[config.mk]
export PLATFORM = sky130hd
export DESIGN_NAME = hazard_stall_controller
export DESIGN_NICKNAME = d
export VERILOG_FILES = /design/src/rtl/hazard_stall_controller.sv
export SDC_FILE = /design/constraint.sdc
export NUM_CORES = 1
export LEC_CHECK = 0
export CORE_UTILIZATION = 49
export CTS_CLUSTER_DIAMETER = 30
export CTS_CLUSTER_SIZE = 40
export DETAILED_ROUTE_END_ITERATION = 6
export GPL_TIMING_DRIVEN = 0
export PLACE_DENSITY = 0.93
export SYNTH_ARGS = -nofsm -noshare
export SYNTH_HDL_FRONTEND = slang
export SYNTH_SLANG_ARGS = --single-unit
[constraint.sdc]
create_clock -name clk -period 3.7 [get_ports clk]
set_input_delay 0.74 -clock clk [delete_from_list [all_inputs] [get_ports clk]]
set_output_delay 0.74 -clock clk [all_outputs]
set_load 0.005 [all_outputs]
[src/rtl/hazard_stall_controller.sv]
//------------------------------------------------------------------------------
// hazard_stall_controller: IF/ID stall, flush and EX hold sequencing for the
// 5-stage pipeline (load-use, redirect, multi-cycle divide) with stall counter.
// Revision: 1.0
//------------------------------------------------------------------------------
`default_nettype none

module hazard_stall_controller #(
  parameter int MD_CYCLES = 33,
  parameter int CNT_W     = 6
) (
  input  logic        clk,
  input  logic        rst_n,
  input  logic [4:0]  id_rs1,
  input  logic [4:0]  id_rs2,
  input  logic        id_use_rs1,
  input  logic        id_use_rs2,
  input  logic [4:0]  ex_rd,
  input  logic        ex_mem_read,
  input  logic        ex_md_div,
  input  logic        ex_redirect,
  output logic        pc_en,
  output logic        if_id_en,
  output logic        if_id_flush,
  output logic        id_ex_flush,
  output logic        ex_hold,
  output logic [1:0]  ctrl_state,
  output logic [31:0] stall_count
);

  typedef enum logic [1:0] {
    RUN     = 2'd0,
    MD_BUSY = 2'd1,
    FLUSH   = 2'd2
  } state_t;

  state_t             state;
  state_t             next_state;
  logic [CNT_W-1:0]   md_cnt;
  logic               md_release;
  logic               load_use;
  logic               div_start;
  logic               cnt_load;

  assign load_use = ex_mem_read && (ex_rd != 5'd0) &&
                    ((id_use_rs1 && (id_rs1 == ex_rd)) ||
                     (id_use_rs2 && (id_rs2 == ex_rd)));

  // The divide that just finished is still in EX during the release cycle.
  assign div_start = ex_md_div && !md_release;

  assign ctrl_state = state;

  // Outputs are forced to their idle values while reset is asserted so the
  // pipeline is released immediately, independent of the clock.
  always_comb begin
    pc_en       = 1'b1;
    if_id_en    = 1'b1;
    if_id_flush = 1'b0;
    id_ex_flush = 1'b0;
    ex_hold     = 1'b0;
    cnt_load    = 1'b0;
    next_state  = state;
    if (rst_n) begin
      case (state)
        RUN, FLUSH: begin
          if (state == FLUSH) begin
            if_id_flush = 1'b1;
          end
          next_state = RUN;
          if (ex_redirect) begin
            if_id_flush = 1'b1;
            id_ex_flush = 1'b1;
            next_state  = FLUSH;
          end else if (div_start) begin
            pc_en      = 1'b0;
            if_id_en   = 1'b0;
            ex_hold    = 1'b1;
            cnt_load   = 1'b1;
            next_state = MD_BUSY;
          end else if (load_use && (state == RUN)) begin
            pc_en       = 1'b0;
            if_id_en    = 1'b0;
            id_ex_flush = 1'b1;
          end
        end
        MD_BUSY: begin
          pc_en      = 1'b0;
          if_id_en   = 1'b0;
          ex_hold    = 1'b1;
          next_state = (md_cnt == '0) ? RUN : MD_BUSY;
        end
        default: next_state = RUN;
      endcase
    end
  end

  always_ff @(posedge clk or negedge rst_n) begin
    if (!rst_n) begin
      state       <= RUN;
      md_cnt      <= '0;
      md_release  <= 1'b0;
      stall_count <= 32'd0;
    end else begin
      state      <= next_state;
      md_release <= (state == MD_BUSY) && (md_cnt == '0);
      if (cnt_load) begin
        md_cnt <= CNT_W'(MD_CYCLES - 2);
      end else if ((state == MD_BUSY) && (md_cnt != '0)) begin
        md_cnt <= md_cnt - 1'b1;
      end
      if (!pc_en && (stall_count != 32'hFFFF_FFFF)) begin
        stall_count <= stall_count + 32'd1;
      end
    end
  end

endmodule

`default_nettype wire

== Word-level counts from Yosys, hierarchy flattened ==
Cells that the tools add are included.
Storage, ports and cells
  bits in registers: 41
  input port bits: 22
  output and inout port bits: 39
  word-level logic and storage cells: 55
Operators by class
  add/sub/neg operators: 2
  equality and inequality tests: 5
  multiplexer cells: 26
  reductions and logical operators: 18
Operator list (count)
  adder 32 x 1 -> 32 bit, second input constant: 1
  inequality test 32 bit, second input constant: 1
  two-way mux 1 bit: 20
  two-way mux 6 bit: 2
  equality test 5 bit: 2
  logical AND 1 bit: 9
  logical NOT 6 bit: 1
  nonzero test 6 bit: 1
  subtractor 6 x 1 -> 6 bit, second input constant: 1
  nonzero test 5 bit: 1
  case mux 1 bit (2 select lines): 2
  case mux 2 bit (2 select lines): 1
  equality test 2 x 1 -> 1 bit, second input constant: 1
  equality test 2 bit, second input constant: 1
  logical NOT 1 bit: 2
  logical NOT 2 bit: 1
  two-way mux 2 bit: 1
  nonzero test 2 bit: 1
  OR reduction 2 bit: 1
  logical OR 1 bit: 1

== Longest topological paths before layout ==
Gate-level depths: netlist (run 1).
  word-level depth: 12
  depth in mapped cells: 8
  depth with buffers taken out: 8

== Worst setup path after synthesis (run 1) ==
OpenSTA, ideal clock, no wires.
  path type: input to output
  from: input ex_rd[1]
  to: output pc_en
  arrival: 1.917 ns
  required time: 2.960 ns
  slack: 1.043 ns
  cell stages on the path: 6
  buffers on the path: 1
  cell sequence: xnor2_1 > nand4_1 > o22a_1 > o41ai_1 > inv_1 > buf_4
Between the ends
  word-level cells in the longest chain between the ends: 10
  elaborated cells on any way between the ends: 14
  those cells by class: eq/ne: 2; mux: 5; reduce/logical: 7
RTL lines
  start: declaration: line 18  | input logic [4:0] ex_rd,
  equality test 5 bit (on tied branches): line 46, 47
  logical AND 1 bit (on tied branches): line 46, 47
  logical OR 1 bit: line 46  | ((id_use_rs1 && (id_rs1 == ex_rd)) ||
  logical AND 1 bit (*): line 45  | assign load_use = ex_mem_read && (ex_rd != 5'd0) &&
  logical AND 1 bit (*): line 81  | end else if (load_use && (state == RUN)) begin
  two-way mux 1 bit (*) (3 in series)
  case mux 1 bit (2 select lines) (*)
  two-way mux 1 bit (*)
  end: declaration: line 22  | output logic pc_en,
Mark *: on every way between the ends. The rest lies on a longest branch, timed or not.

== Worst setup path in the final report (run 1) ==
  from: input ex_rd[4]
  to: output pc_en
Between the ends
  word-level cells in the longest chain between the ends: 10
  elaborated cells on any way between the ends: 14
  those cells by class: eq/ne: 2; mux: 5; reduce/logical: 7
RTL lines
  equality test 5 bit (on tied branches): line 46, 47
  logical AND 1 bit (on tied branches): line 46, 47
  logical OR 1 bit: line 46
  logical AND 1 bit (*): line 45
  logical AND 1 bit (*): line 81
  two-way mux 1 bit (*): line 81
  two-way mux 1 bit (*): line 75  | end else if (div_start) begin
  two-way mux 1 bit (*): line 71  | if (ex_redirect) begin
  case mux 1 bit (2 select lines) (*): line 65  | case (state)
  two-way mux 1 bit (*): line 64  | if (rst_n) begin
Marks and branches as above.

==> results.md, run 1 <==
Worst setup path:
- The critical path goes through clkdlybuf4s50_1 > xnor2_1 > nand4_1 > o22a_1 > o41ai_4 > inv_1 > buf_4 > clkdlybuf4s50_1.
- The slowest stage of the critical path is the sky130_fd_sc_hd__clkdlybuf4s50_1 cell.
- Counting stages on the worst path, the most repeated cell is sky130_fd_sc_hd__clkdlybuf4s50_1.
- The number of buffer and inverter instances along the worst setup path is 4.
- In this design, the largest share of critical-path delay is due to buffers and inverters.
- The worst setup path is launched from an input pin.
- The worst register-to-register path ends at stall_count[1].
- The worst-path maximum fanout is 3.
- The depth of the critical timing path with buffers and inverters included is 8.
- The kind of critical path is input pin to output port.
- The worst register-to-register path has a setup slack of about 1500 ps.
- The launch point of the worst reg-to-reg path is stall_count[12].
- The end point of the critical path is pc_en.
- For the worst flop-to-flop path, the logic depth is 6.
- The largest single stage delay on the critical path is 540 ps.
- STA classifies the critical path endpoint as an output port.
- Tracing the worst setup path back leads to its startpoint at ex_rd[4].
- The required time of the worst setup path is between 2000 and 3000 ps.
- At the worst endpoint, the arrival time is roughly 2900 ps.

Placed design:
- The HPWL after detailed placement is between 3000 and 4000 um.
- The congestion estimate from routability-driven global placement came to a little over 0.8.
- The minimum setup slack after placement is -233 ps.
- The count of buffers added on input and output ports is 60.

Global routing:
- The initial antenna violation count is 0.
- For this run, the total global-route usage over all layers was measured as 0.245.
- The number of global-route vias before repair is 2049.
- The largest net degree at the start of global routing is 28.
- The first global-routing pass estimated roughly 9400 um of wire.
- Global routing finished with a remaining overflow of 0.

Timing:
- The clock period could shrink to about 3600 ps.
- The least setup slack across all paths after layout is ~110 ps.
- The count of final max-slew check failures is 0.
- Timing would allow up to about 280 MHz.
- In the finished design, the share of the clock period the worst path needs comes to 0.969.
- On the final layout, the worst hold slack is between 400 and 500 ps.
- At the pin with the least slew margin, the transition time is a little under 800 ps.
- Setup repair after global routing left no endpoint under its margin.
- The total count of hold-check failures in the final report was 0.
- The relative slew slack is 0.473.
- The count of final setup violators is 0.
- On the final layout, the worst clock skew is about 10 ps.

Detailed routing:
- The average wire per cell in the routed design is 15.9 um.
- The wire length reported by the detailed router is between 5000 and 6000 um.
- The number of search-and-repair iterations in the first detailed-routing pass is 4.
- The remaining number of nets flagged by the antenna check after routing is 0.
- The DRC violations left is 0.
- The average vias per placed instance is roughly 5.7.
- The via total after detailed routing is between 2000 and 2500.
- The count of routing violations after the opening detailed-route iteration is around 190.

Final layout:
- The library cells used most frequently in the layout, excluding fill and tap cells, are 59 x sky130_fd_sc_hd__clkdlybuf4s50_1, 41 x sky130_fd_sc_hd__dfrtp_1, 30 x sky130_fd_sc_hd__nor2_1, 26 x sky130_fd_sc_hd__xor2_1, 21 x sky130_fd_sc_hd__nand2_1.
- The most common cell after layout, fill and taps aside is sky130_fd_sc_hd__clkdlybuf4s50_1.
- The final antenna diode count is 0.
- The area growth from synthesis to final layout is 36.4%.
- In the final layout, the share of cells above drive strength 1 is 0.0936.
- After the last flow step, the layout net total stands at about 320.

Job:
- The tool flagged a number of max-cap violations equal to 0.

CTS:
- The clock tree root driver cell is sky130_fd_sc_hd__clkbuf_8.
- The clock slew seen by the registers of the worst setup and hold paths is 90 ps.
- Counting the buffers created by CTS gives 5.
- The number of H-tree levels is 2.
- The TritonCTS clock tree is yes.
- The number of setup buffers added after CTS is 0.
- The clock reaches the later pin of the worst-skew pair after around 300 ps.
- For this design, the sink count on the clock tree is between 40 and 50.
- The clock passes through at most 2 buffers.

Synth:
- After technology mapping, the gate count stands at 230.
- In this run the mean area of a mapped cell was between 9 and 10 um2.
- The synthesized area is 0.00227 mm2.
- The yosys synthesis warning count is 0.
- After synthesis, the share of flip-flops with an asynchronous set or reset is 1.00.
- The commonest register cell after synthesis is sky130_fd_sc_hd__dfrtp_1.
- Of the synthesized area, sequential elements account for 0.452.
- The number of nets handed over by synthesis was 254.
- Yosys mapped the design onto 41 distinct sky130hd cell types.
- The number of flip-flops and latches in the synthesized netlist is slightly above 40.
- Yosys mapped a number of flops with a built-in enable equal to 0.

Floorplanning:
- The full die area is roughly 0.0049 mm2.
- The core region is approximately 0.0044 mm2.
- The number of placed I/O pins is 61.
- The floorplan has 24 rows.
- The initial cell density of the core is 0.514.
- The die extent in x is between 70 and 80 um.
- In this run the vertical extent of the chip is around 70 um.

Power:
- The worst-case vdd ir drop is 356 uV.
- The total power density per cell area is ~440 mW/mm2.
- In this run the static leakage power is 0.00141 uW.

Worst hold path:
- The tightest min-delay check is of the input pin to asynchronous set/reset pin type.

Outcome:
- The run finished with clean final reports.
==> where the power goes <==
| group | leakage [uW] | internal, uW | switching (uW) |
|---|---|---|---|
| Sequential | 0.000548 | 510 | 75.1 |
| Combinational | 0.000803 | 215 | 185 |
| Clock | 0.0000574 | 220 | 164 |
| Total | 0.00141 | 944 | 423 |
==> cells in the mapped netlist (2+ instances only) <==
| cell | count | area, um2 |
|---|---|---|
| sky130_fd_sc_hd__nand3_1 | 14 | 70.1 |
| sky130_fd_sc_hd__nor2b_1 | 2 | 12.5 |
| sky130_fd_sc_hd__and2_1 | 2 | 12.5 |
| sky130_fd_sc_hd__nor3_2 | 2 | 20.0 |
| sky130_fd_sc_hd__nand2b_1 | 5 | 31.3 |
| sky130_fd_sc_hd__a21oi_1 | 5 | 25.0 |
| sky130_fd_sc_hd__nor4_4 | 2 | 42.5 |
| sky130_fd_sc_hd__nor2_1 | 30 | 113 |
| sky130_fd_sc_hd__ha_1 | 2 | 25.0 |
| sky130_fd_sc_hd__buf_4 | 3 | 22.5 |
| sky130_fd_sc_hd__and3_1 | 5 | 31.3 |
| sky130_fd_sc_hd__o41ai_1 | 2 | 17.5 |
| sky130_fd_sc_hd__nor3_1 | 7 | 35.0 |
| sky130_fd_sc_hd__nand2_1 | 21 | 78.8 |
| sky130_fd_sc_hd__inv_1 | 6 | 22.5 |
| sky130_fd_sc_hd__xnor2_1 | 19 | 166 |
| sky130_fd_sc_hd__nand4_1 | 12 | 75.1 |
| sky130_fd_sc_hd__dfrtp_1 | 41 | 1030 |
| sky130_fd_sc_hd__nor4_1 | 3 | 18.8 |
| sky130_fd_sc_hd__xor2_1 | 26 | 228 |
==> layer usage <==
layer | GRT usage | vias to the layer above | wire, um
met2 | 0.415 | 78 | 2860
met4 | 0.111 | 0 | 116
met1 | 0.296 | 987 | 2270
li1 | - | 928 | -
met5 | 0 | - | 0
met3 | 0.0577 | 12 | 333
==> cells by family after synthesis <==
kind of cell             share of synthesized area
AND/OR/NAND/NOR                              0.293
buffers and inverters                       0.0281
adder cells (fa/ha/maj)                     0.0110
flip-flops                                   0.452
XOR/XNOR                                     0.174
AO/OA/AOI/OAI                               0.0380
multiplexers                               0.00496
==> cell type report <==
cell class	instances	area [um2]
clock buffers	6	82.6
plain buffers	5	37.5
multi-input cells	177	1200
flip-flops and latches	41	1030
inverters	7	26.3
fillers	318	1320
clock inverters	2	37.5
repair buffers	61	623
well taps	52	65.1
==> state kept, by name, indices dropped and copies added, names as in the netlist <==
signal	cells
ctrl_state	2
md_cnt	6
md_release	1
stall_count	32
==> how the worst min path moves through the flow <==
stage                                  to  depth (start not counted)
after global routing      stall_count[19]                          1
after floorplan             ctrl_state[0]                          0
after detailed placement   stall_count[5]                          1
after global placement     stall_count[5]                          1
final                      stall_count[8]                          1
after CTS                 stall_count[19]                          1
==> metrics by stage <==
step / instances / power (uW) / setup TNS, ps / instance area, um2 / utilization
final: 351 / 1370 / 0 / 3100 / 0.702
after floorplan: 230 / 794 / 0 / 2270 / -
after global placement: 342 / 942 / -13420 / 2940 / 0.665
after global routing: 351 / 1450 / 0 / 3100 / 0.702
after CTS: 351 / 1370 / 0 / 3100 / 0.702
after detailed placement: 343 / 980 / -331 / 2960 / 0.670
==> repair_timing <==
action / 4_1_cts / 5_1_grt
gates resized for setup: 2 / 0
endpoints found under the setup margin: 2 / 0
endpoints found under the hold margin: 0 / 0
hold buffers: 0 / 0
(Power assumes the default switching activity.)
==> inputs of run 2 (changes only) <==
--- a/config.mk
+++ b/config.mk
@@ -9,8 +9,9 @@
 export CTS_CLUSTER_DIAMETER = 30
 export CTS_CLUSTER_SIZE = 40
 export DETAILED_ROUTE_END_ITERATION = 6
+export DONT_BUFFER_PORTS = 1
 export GPL_TIMING_DRIVEN = 0
-export PLACE_DENSITY = 0.93
+export PLACE_DENSITY = 0.76
 export SYNTH_ARGS = -nofsm -noshare
 export SYNTH_HDL_FRONTEND = slang
 export SYNTH_SLANG_ARGS = --single-unit
==> results.md, run 2 (synthesis results as in run 1) <==
Outcome:
- The flow ran to the end, and the final reports show no timing, DRC or antenna violations.

Final layout:
- In the layout the commonest cells are 41 x sky130_fd_sc_hd__dfrtp_1, 30 x sky130_fd_sc_hd__nor2_1, 26 x sky130_fd_sc_hd__xor2_1, 21 x sky130_fd_sc_hd__nand2_1, 19 x sky130_fd_sc_hd__xnor2_1.
- For this run, the post-layout net count is between 200 and 300.
- The most flop-heavy register is stall_count.
- The flip-flop count of the largest register, all copies and words added is 32.
- Relative to the synthesized area, the layout overhead comes to 8.15%.
- The final antenna diode count is 0.
- The number of fillers in the final layout is roughly 390.
- The library cell used most frequently in the layout, excluding fill and tap cells, is sky130_fd_sc_hd__dfrtp_1.
- The share of layout cells above drive strength 1 is 0.105.

Worst setup path:
- The delay contributed by the slowest stage of the critical path is about 560 ps.
- Traced cell by cell, the critical path runs through xnor2_1 > nand4_1 > o22a_1 > o41ai_1 > inv_1 > buf_4.
- The largest individual stage delay along the critical path comes from the cell sky130_fd_sc_hd__o41ai_1.
- The depth of the critical timing path with buffers and inverters included is 6.
- The data arrival time at the worst-slack endpoint is about 2200 ps.
- STA classifies the critical path startpoint as an input pin.
- The required time of the worst setup path is around 3000 ps.
- The critical path is of the input pin to output port type.
- The worst reg2reg path endpoint is stall_count[1].
- For the worst flop-to-flop path, the logic depth is 6.
- The number of buffers and inverters on the critical path is 2.
- The critical path ends at pc_en.
- The endpoint type of the worst setup path is an output port.
- Along the worst path, the maximum fanout reaches 3.
- The launch point of the worst reg-to-reg path is stall_count[12].
- The most critical setup path has its startpoint at ex_rd[4].
- Setup slack on the worst reg-to-reg path comes out at roughly 1600 ps.
- Grouping stages by cell kind, the critical path spends the most delay in compound AO/OA/AOI/OAI gates.

Floorplanning:
- The floorplan row count is 24.
- The full die area is between 0.004 and 0.005 mm2.
- In this run the horizontal extent of the chip is between 70 and 80 um.
- The initial utilization of the core area, before any placement, comes to 0.514.
- After floorplanning, the core was sized to cover approximately 0.0044 mm2.
- The number of placed I/O pins is just over 60.
- Measured along the y axis, the die boundary spans approximately 70 um.

CTS:
- The number of clock sinks is between 40 and 50.
- Post-CTS repair changed the size of 0 cells.
- The insertion delay to the later sink of the worst-skew pair is a little under 300 ps.
- TritonCTS built the clock tree.
- The number of buffers added to fix hold violations after cts is 0.
- The number of buffers inserted during clock tree synthesis is 5.
- The clock passes through at most 2 buffers.
- The H-tree was split into 2 levels.
- Post-CTS timing repair inserted 0 buffers for setup.
- The clock slew seen by the registers of the worst setup and hold paths is roughly 80 ps.
- The tree is rooted in a sky130_fd_sc_hd__clkbuf_8.

Timing:
- The total count of hold-check failures in the final report is 0.
- Setup violations remaining at the end of the flow were counted as 0.
- Across all setup checks in the final design, the least slack found is around 810 ps.
- The transition time at the pin with the least slew margin is approximately 860 ps.
- Derived from the worst setup path, the maximum achievable clock frequency is 346 MHz.
- The minimum clock period is around 2900 ps.
- The portion of the clock cycle consumed by the worst path in the final layout is 0.782.
- The relative slew slack is 0.418.
- Between clock sinks in the finished design, the worst skew comes to 8.41 ps.
- Setup repair after global routing left no endpoint under its margin.
- The final sum of negative setup slack is 0 ps.
- The count of final max-slew check failures came to 0.

Placed design:
- The total half-perimeter wirelength after legalization and detailed placement is roughly 3400 um.
- The minimum setup slack after placement is roughly 780 ps.
- The count of buffers from port buffering is 0.
- The routability congestion estimate is roughly 0.8.

Global routing:
- The wire length of the first global-routing pass is ~8000 um.
- The sum of overflow across all layers after global routing is 0.
- The number of global-route vias before repair came to ~1700.
- The initial antenna violation count was 0.
- In the global route stage, overall resource usage came out at 0.206.
- The largest net degree at the start of global routing is 48.

Detailed routing:
- The via total after detailed routing is about 1700.
- The number of search-and-repair iterations in the first detailed-routing pass is 4.
- The average wire per cell in the routed design is 16.2 um.
- After detailed routing, the number of remaining DRC violations is 0.
- Once detail routing completed, the nets flagged for antenna violations numbered 0.
- The average vias per placed instance is between 5 and 6.
- The count of routing violations after the opening detailed-route iteration is about 110.
- The wire length reported by the detailed router is between 4000 and 5000 um.

Power:
- The total power density per cell area is about 500 mW/mm2.
- The static leakage is approximately 0.0012 uW.
- The worst-case IR drop observed on VDD is roughly 220 uV.

Job:
- Max-cap violations in this run came to 0.

Worst hold path:
- The class of the worst hold path is input pin to asynchronous set/reset pin.
-- run 2: changes by cell type in the layout (fill, tap and decap cells not counted) --
cell / delta
sky130_fd_sc_hd__buf_16: -1
sky130_fd_sc_hd__buf_2: -1
sky130_fd_sc_hd__clkdlybuf4s50_1: -59
sky130_fd_sc_hd__o41ai_1: +1
sky130_fd_sc_hd__o41ai_4: -1
-- run 2: power by group --
part,leakage (uW),internal [uW],switching (uW)
logic,0.000556,125,137
clock network,0.0000574,219,156
registers,0.000548,510,77.1
-- run 2: per-layer routing --
layer / share of wire / track usage / vias to the layer above
li1: - / - / 809
met1: 0.46 / 0.272 / 807
met2: 0.46 / 0.321 / 59
met3: 0.066 / 0.0750 / 5
met4: 0.010 / 0.0533 / 0
met5: 0 / 0 / -
-- run 2: layout make-up --
| cell class | instances | area, um2 | area share |
|---|---|---|---|
| Multi-Input combinational cell | 177 | 1180 | 0.481 |
| Buffer | 5 | 37.5 | 0.0153 |
| Sequential cell | 41 | 1030 | 0.418 |
| Tap cell | 52 | 65.1 | 0.0265 |
| Clock inverter | 2 | 37.5 | 0.0153 |
| Inverter | 7 | 26.3 | 0.0107 |
| Clock buffer | 6 | 82.6 | 0.0336 |
-- run 2: how the worst min path moves through the flow --
| stage | startpoint | to | slack [ps] | cells past startpoint |
|---|---|---|---|---|
| floorplan | rst_n | ctrl_state[0] | 440 | 0 |
| global placement | rst_n | stall_count[1] | 450 | 0 |
| detailed placement | rst_n | stall_count[1] | 450 | 0 |
| CTS | rst_n | stall_count[3] | 130 | 0 |
| global route | rst_n | stall_count[3] | 110 | 0 |
| finish | rst_n | stall_count[3] | 130 | 0 |
-- run 2: stage by stage --
stage               cells  hold WS, ps  cell area [um2]   util  power (uW)
floorplan             230          444             2270      -         794
global placement      282          446             2340  0.529         841
detailed placement    282          446             2340  0.529         857
CTS                   290          125             2460  0.556        1240
global route          290          110             2460  0.556        1300
finish                290          131             2460  0.556        1220
-- run 2: worst register-to-register path: stages (launching register included) --
cell                      delay [ps]
sky130_fd_sc_hd__dfrtp_1         480
sky130_fd_sc_hd__nand4_1         180
sky130_fd_sc_hd__nor4_1          470
sky130_fd_sc_hd__nand4_1         220
sky130_fd_sc_hd__nand3_2         150
sky130_fd_sc_hd__buf_6           170
sky130_fd_sc_hd__mux2_1          330
==> inputs of run 3 (changes only) <==
--- a/config.mk
+++ b/config.mk
@@ -11,7 +11,7 @@
 export DETAILED_ROUTE_END_ITERATION = 6
 export DONT_BUFFER_PORTS = 1
 export GPL_TIMING_DRIVEN = 0
-export PLACE_DENSITY = 0.76
+export PLACE_DENSITY = 0.78
 export SYNTH_ARGS = -nofsm -noshare
 export SYNTH_HDL_FRONTEND = slang
 export SYNTH_SLANG_ARGS = --single-unit
==> constraint.sdc (replaced) <==
create_clock -name clk -period 2.6 [get_ports clk]
set_input_delay 0.52 -clock clk [delete_from_list [all_inputs] [get_ports clk]]
set_output_delay 0.52 -clock clk [all_outputs]
set_load 0.005 [all_outputs]
==> results.md, run 3 (synthesis results as in run 1) <==
Final layout:
- Leaving out fill and tap cells, the most frequent cell in the layout is sky130_fd_sc_hd__dfrtp_1.
- stall_count holds more flip-flops than any other register.
- The library cells used most frequently in the layout, excluding fill and tap cells, are 41 x sky130_fd_sc_hd__dfrtp_1, 30 x sky130_fd_sc_hd__nor2_1, 26 x sky130_fd_sc_hd__xor2_1, 21 x sky130_fd_sc_hd__nand2_1, 19 x sky130_fd_sc_hd__xnor2_1.
- The fraction of the core area covered by cells at the end of the flow is 0.564.
- Of the cells placed in the final design, the portion with a size suffix greater than 1 is 0.109.
- Counting the fill cells in the layout gives 384.
- The area growth from synthesis to final layout is 9.64%.
- The final antenna diode count is 0.
- After routing the design area is ~0.0025 mm2.
- The flip-flop count of the largest register, all copies and words added is 32.
- The final net count is 262.
- The final cell count without fillers is between 200 and 300.

Floorplanning:
- The die covers ~0.005 mm2.
- The total area inside the core boundary comes to about 0.0044 mm2.
- The chip height is between 70 and 80 um.
- 61 I/O pins were placed.
- The initialized floorplan defines 24 standard-cell rows.
- The die is approximately 70 um wide.
- The initial cell density of the core is 0.514.

Timing:
- The routed design could run at a clock period as short as ~2400 ps.
- The count of final max-slew check failures is 0.
- The transition time at the pin with the least slew margin is between 800 and 900 ps.
- Setup violations remaining at the end of the flow were counted as 0.
- Setup repair after global routing left no endpoint under its margin.
- The portion of the clock cycle consumed by the worst path in the final layout is 0.936.
- The final sum of negative setup slack is 0 ps.
- The clock tree skew after final layout is between 10 and 15 ps.
- The final hold slack is ~56 ps.
- The peak clock frequency supported by timing is about 410 MHz.
- The total count of hold-check failures in the final report is 0.
- Headroom to the max-slew limit came out at 0.420.

Detailed routing:
- For this run, the detailed router's first-pass iteration total came to 4.
- The DRC violations left is 0.
- After detailed routing, the average wire length per cell comes to ~16 um.
- The via total after detailed routing is 1688.
- In this run, the number of DRC markers left after iteration 0 of detailed routing was 86.
- The remaining number of nets flagged by the antenna check after routing is 0.
- The routed design has 4550 um of wire.
- The average vias per placed instance is 5.80.

Worst setup path:
- STA classifies the critical path endpoint as an output port.
- The master of the slowest instance on the critical path is sky130_fd_sc_hd__o41ai_1.
- Walking the worst path, the cells encountered are xnor2_1 > nand4_1 > o22a_1 > o41ai_1 > inv_1 > buf_4.
- The delay contributed by the slowest stage of the critical path is 560 ps.
- The worst-path maximum fanout is 3.
- The data arrival time at the worst-slack endpoint is roughly 1900 ps.
- The critical path is of the input pin to output port type.
- The startpoint class of the critical path is an input pin.
- The required time of the worst setup path is about 2100 ps.

Global routing:
- The number of global-route vias before repair is about 1600.
- The aggregate global-route resource usage is 0.197.
- The initial antenna violation count is 0.
- The total overflow left after global routing is 0.
- The largest net degree at the start of global routing is 42.
- The first global-routing pass estimated ~7700 um of wire.

Power:
- Dividing total power by cell area gives a power density of 731 mW/mm2.
- Of the total power, the share spent switching nets is 0.292.
- The sequential group share of total power is 0.455.
- In this run the static leakage power is ~0.0012 uW.
- The worst-case vdd ir drop is 426 uV.
- The internal power is roughly 1300 uW.
- Of the total power, combinational logic draws 0.213.
- The share of total power dissipated in the clock network is 0.331.
- The power dissipated by switching net loads is 531 uW.

Outcome:
- The flow ran to the end, and the final reports show no timing, DRC or antenna violations.

Worst hold path:
- The path class of the tightest hold or removal check is input pin to asynchronous set/reset pin.

Placed design:
- The count of buffers from port buffering is 0.
- At the end of routability-driven placement, the weighted congestion stood at about 0.8.
- The placed instances occupy a cell area of ~0.0023 mm2.
- Summed over all nets, the half-perimeter wirelength after detailed placement is 3340 um.
- The placed cell count is between 200 and 300.

CTS:
- The number of instances resized during post-cts repair is 0.
- The insertion delay to the later sink of the worst-skew pair is around 300 ps.
- The H-tree generated during clock tree synthesis spans 2 levels.
- After clock tree synthesis, the setup repair step added 0 buffers.
- The tree built by TritonCTS fans out to 41 sinks.
- TritonCTS built the clock tree.
- The clock slew seen by the registers of the worst setup and hold paths is 80 ps.
- The longest clock path from root to sink contains 2 buffers.
- The number of buffers inserted during clock tree synthesis is 5.
- Clock tree synthesis selected as its root buffer the cell sky130_fd_sc_hd__clkbuf_8.

Job:
- Across the run, the number of max-cap violations was 0.
## run 3: changes by cell type in the layout (fill, tap and decap cells not counted), sizes merged
cell,change
buf,+1
bufinv,+1
clkbuf,-1
clkinv,+1
clkinvlp,-1
## run 3: repair_timing
action / CTS / global route
hold endpoints to repair: 41 / 0
setup endpoints to repair: 0 / 0
hold buffers: 1 / 0
## run 3: final timing paths
check	startpoint	endpoint	slack [ps]	depth (start not counted)
worst min register to register	stall_count[5]	stall_count[5]	520	1
worst max-delay path	ex_rd[4]	pc_en	170	6
min in group clk	rst_n	ctrl_state[0]	310	1
max in group asynchronous	rst_n	stall_count[12]	2340	1
worst max register to register	stall_count[12]	stall_count[1]	470	6
worst min-delay path	rst_n	stall_count[3]	60	1
## run 3: power groups by stage
stage / Sequential, uW / Combinational, uW / Clock [uW]
after floorplan: 818 / 312 / 0
after global placement: 838 / 358 / 0
after detailed placement: 841 / 376 / 0
after CTS: 830 / 396 / 618
after global routing: 847 / 436 / 642
final: 829 / 388 / 603
## run 3: stage by stage
stage | power, uW | setup WS [ps]
after floorplan | 1130 | 383
after global placement | 1200 | 185
after detailed placement | 1220 | 143
after CTS | 1840 | 139
after global routing | 1930 | 47.7
final | 1820 | 168
## run 3: area by class of cell
cell class,instances,area [um2],area share
Timing Repair Buffer,1,20.0,0.00804
Tap cell,52,65.1,0.0261
Clock inverter,3,65.1,0.0261
Inverter,7,26.3,0.0106
Clock buffer,5,68.8,0.0276
Sequential cell,41,1030,0.412
Buffer,5,37.5,0.0151
Multi-Input combinational cell,177,1180,0.474
## run 3: routing by layer
layer	vias up	track usage	routed length [um]
met5	-	0	0
met4	0	0.0600	59
met3	6	0.0851	335
met2	50	0.308	2140
met1	830	0.246	2020
li1	802	-	-
## run 3: critical path, delay by kind of cell
| family | cells | cell delay [ps] |
|---|---|---|
| xor gates and xnor gates | 1 | 150 |
| AOI/OAI and AO/OA | 2 | 780 |
| and+or+nand+nor | 1 | 150 |
| buffers and inverters | 2 | 320 |
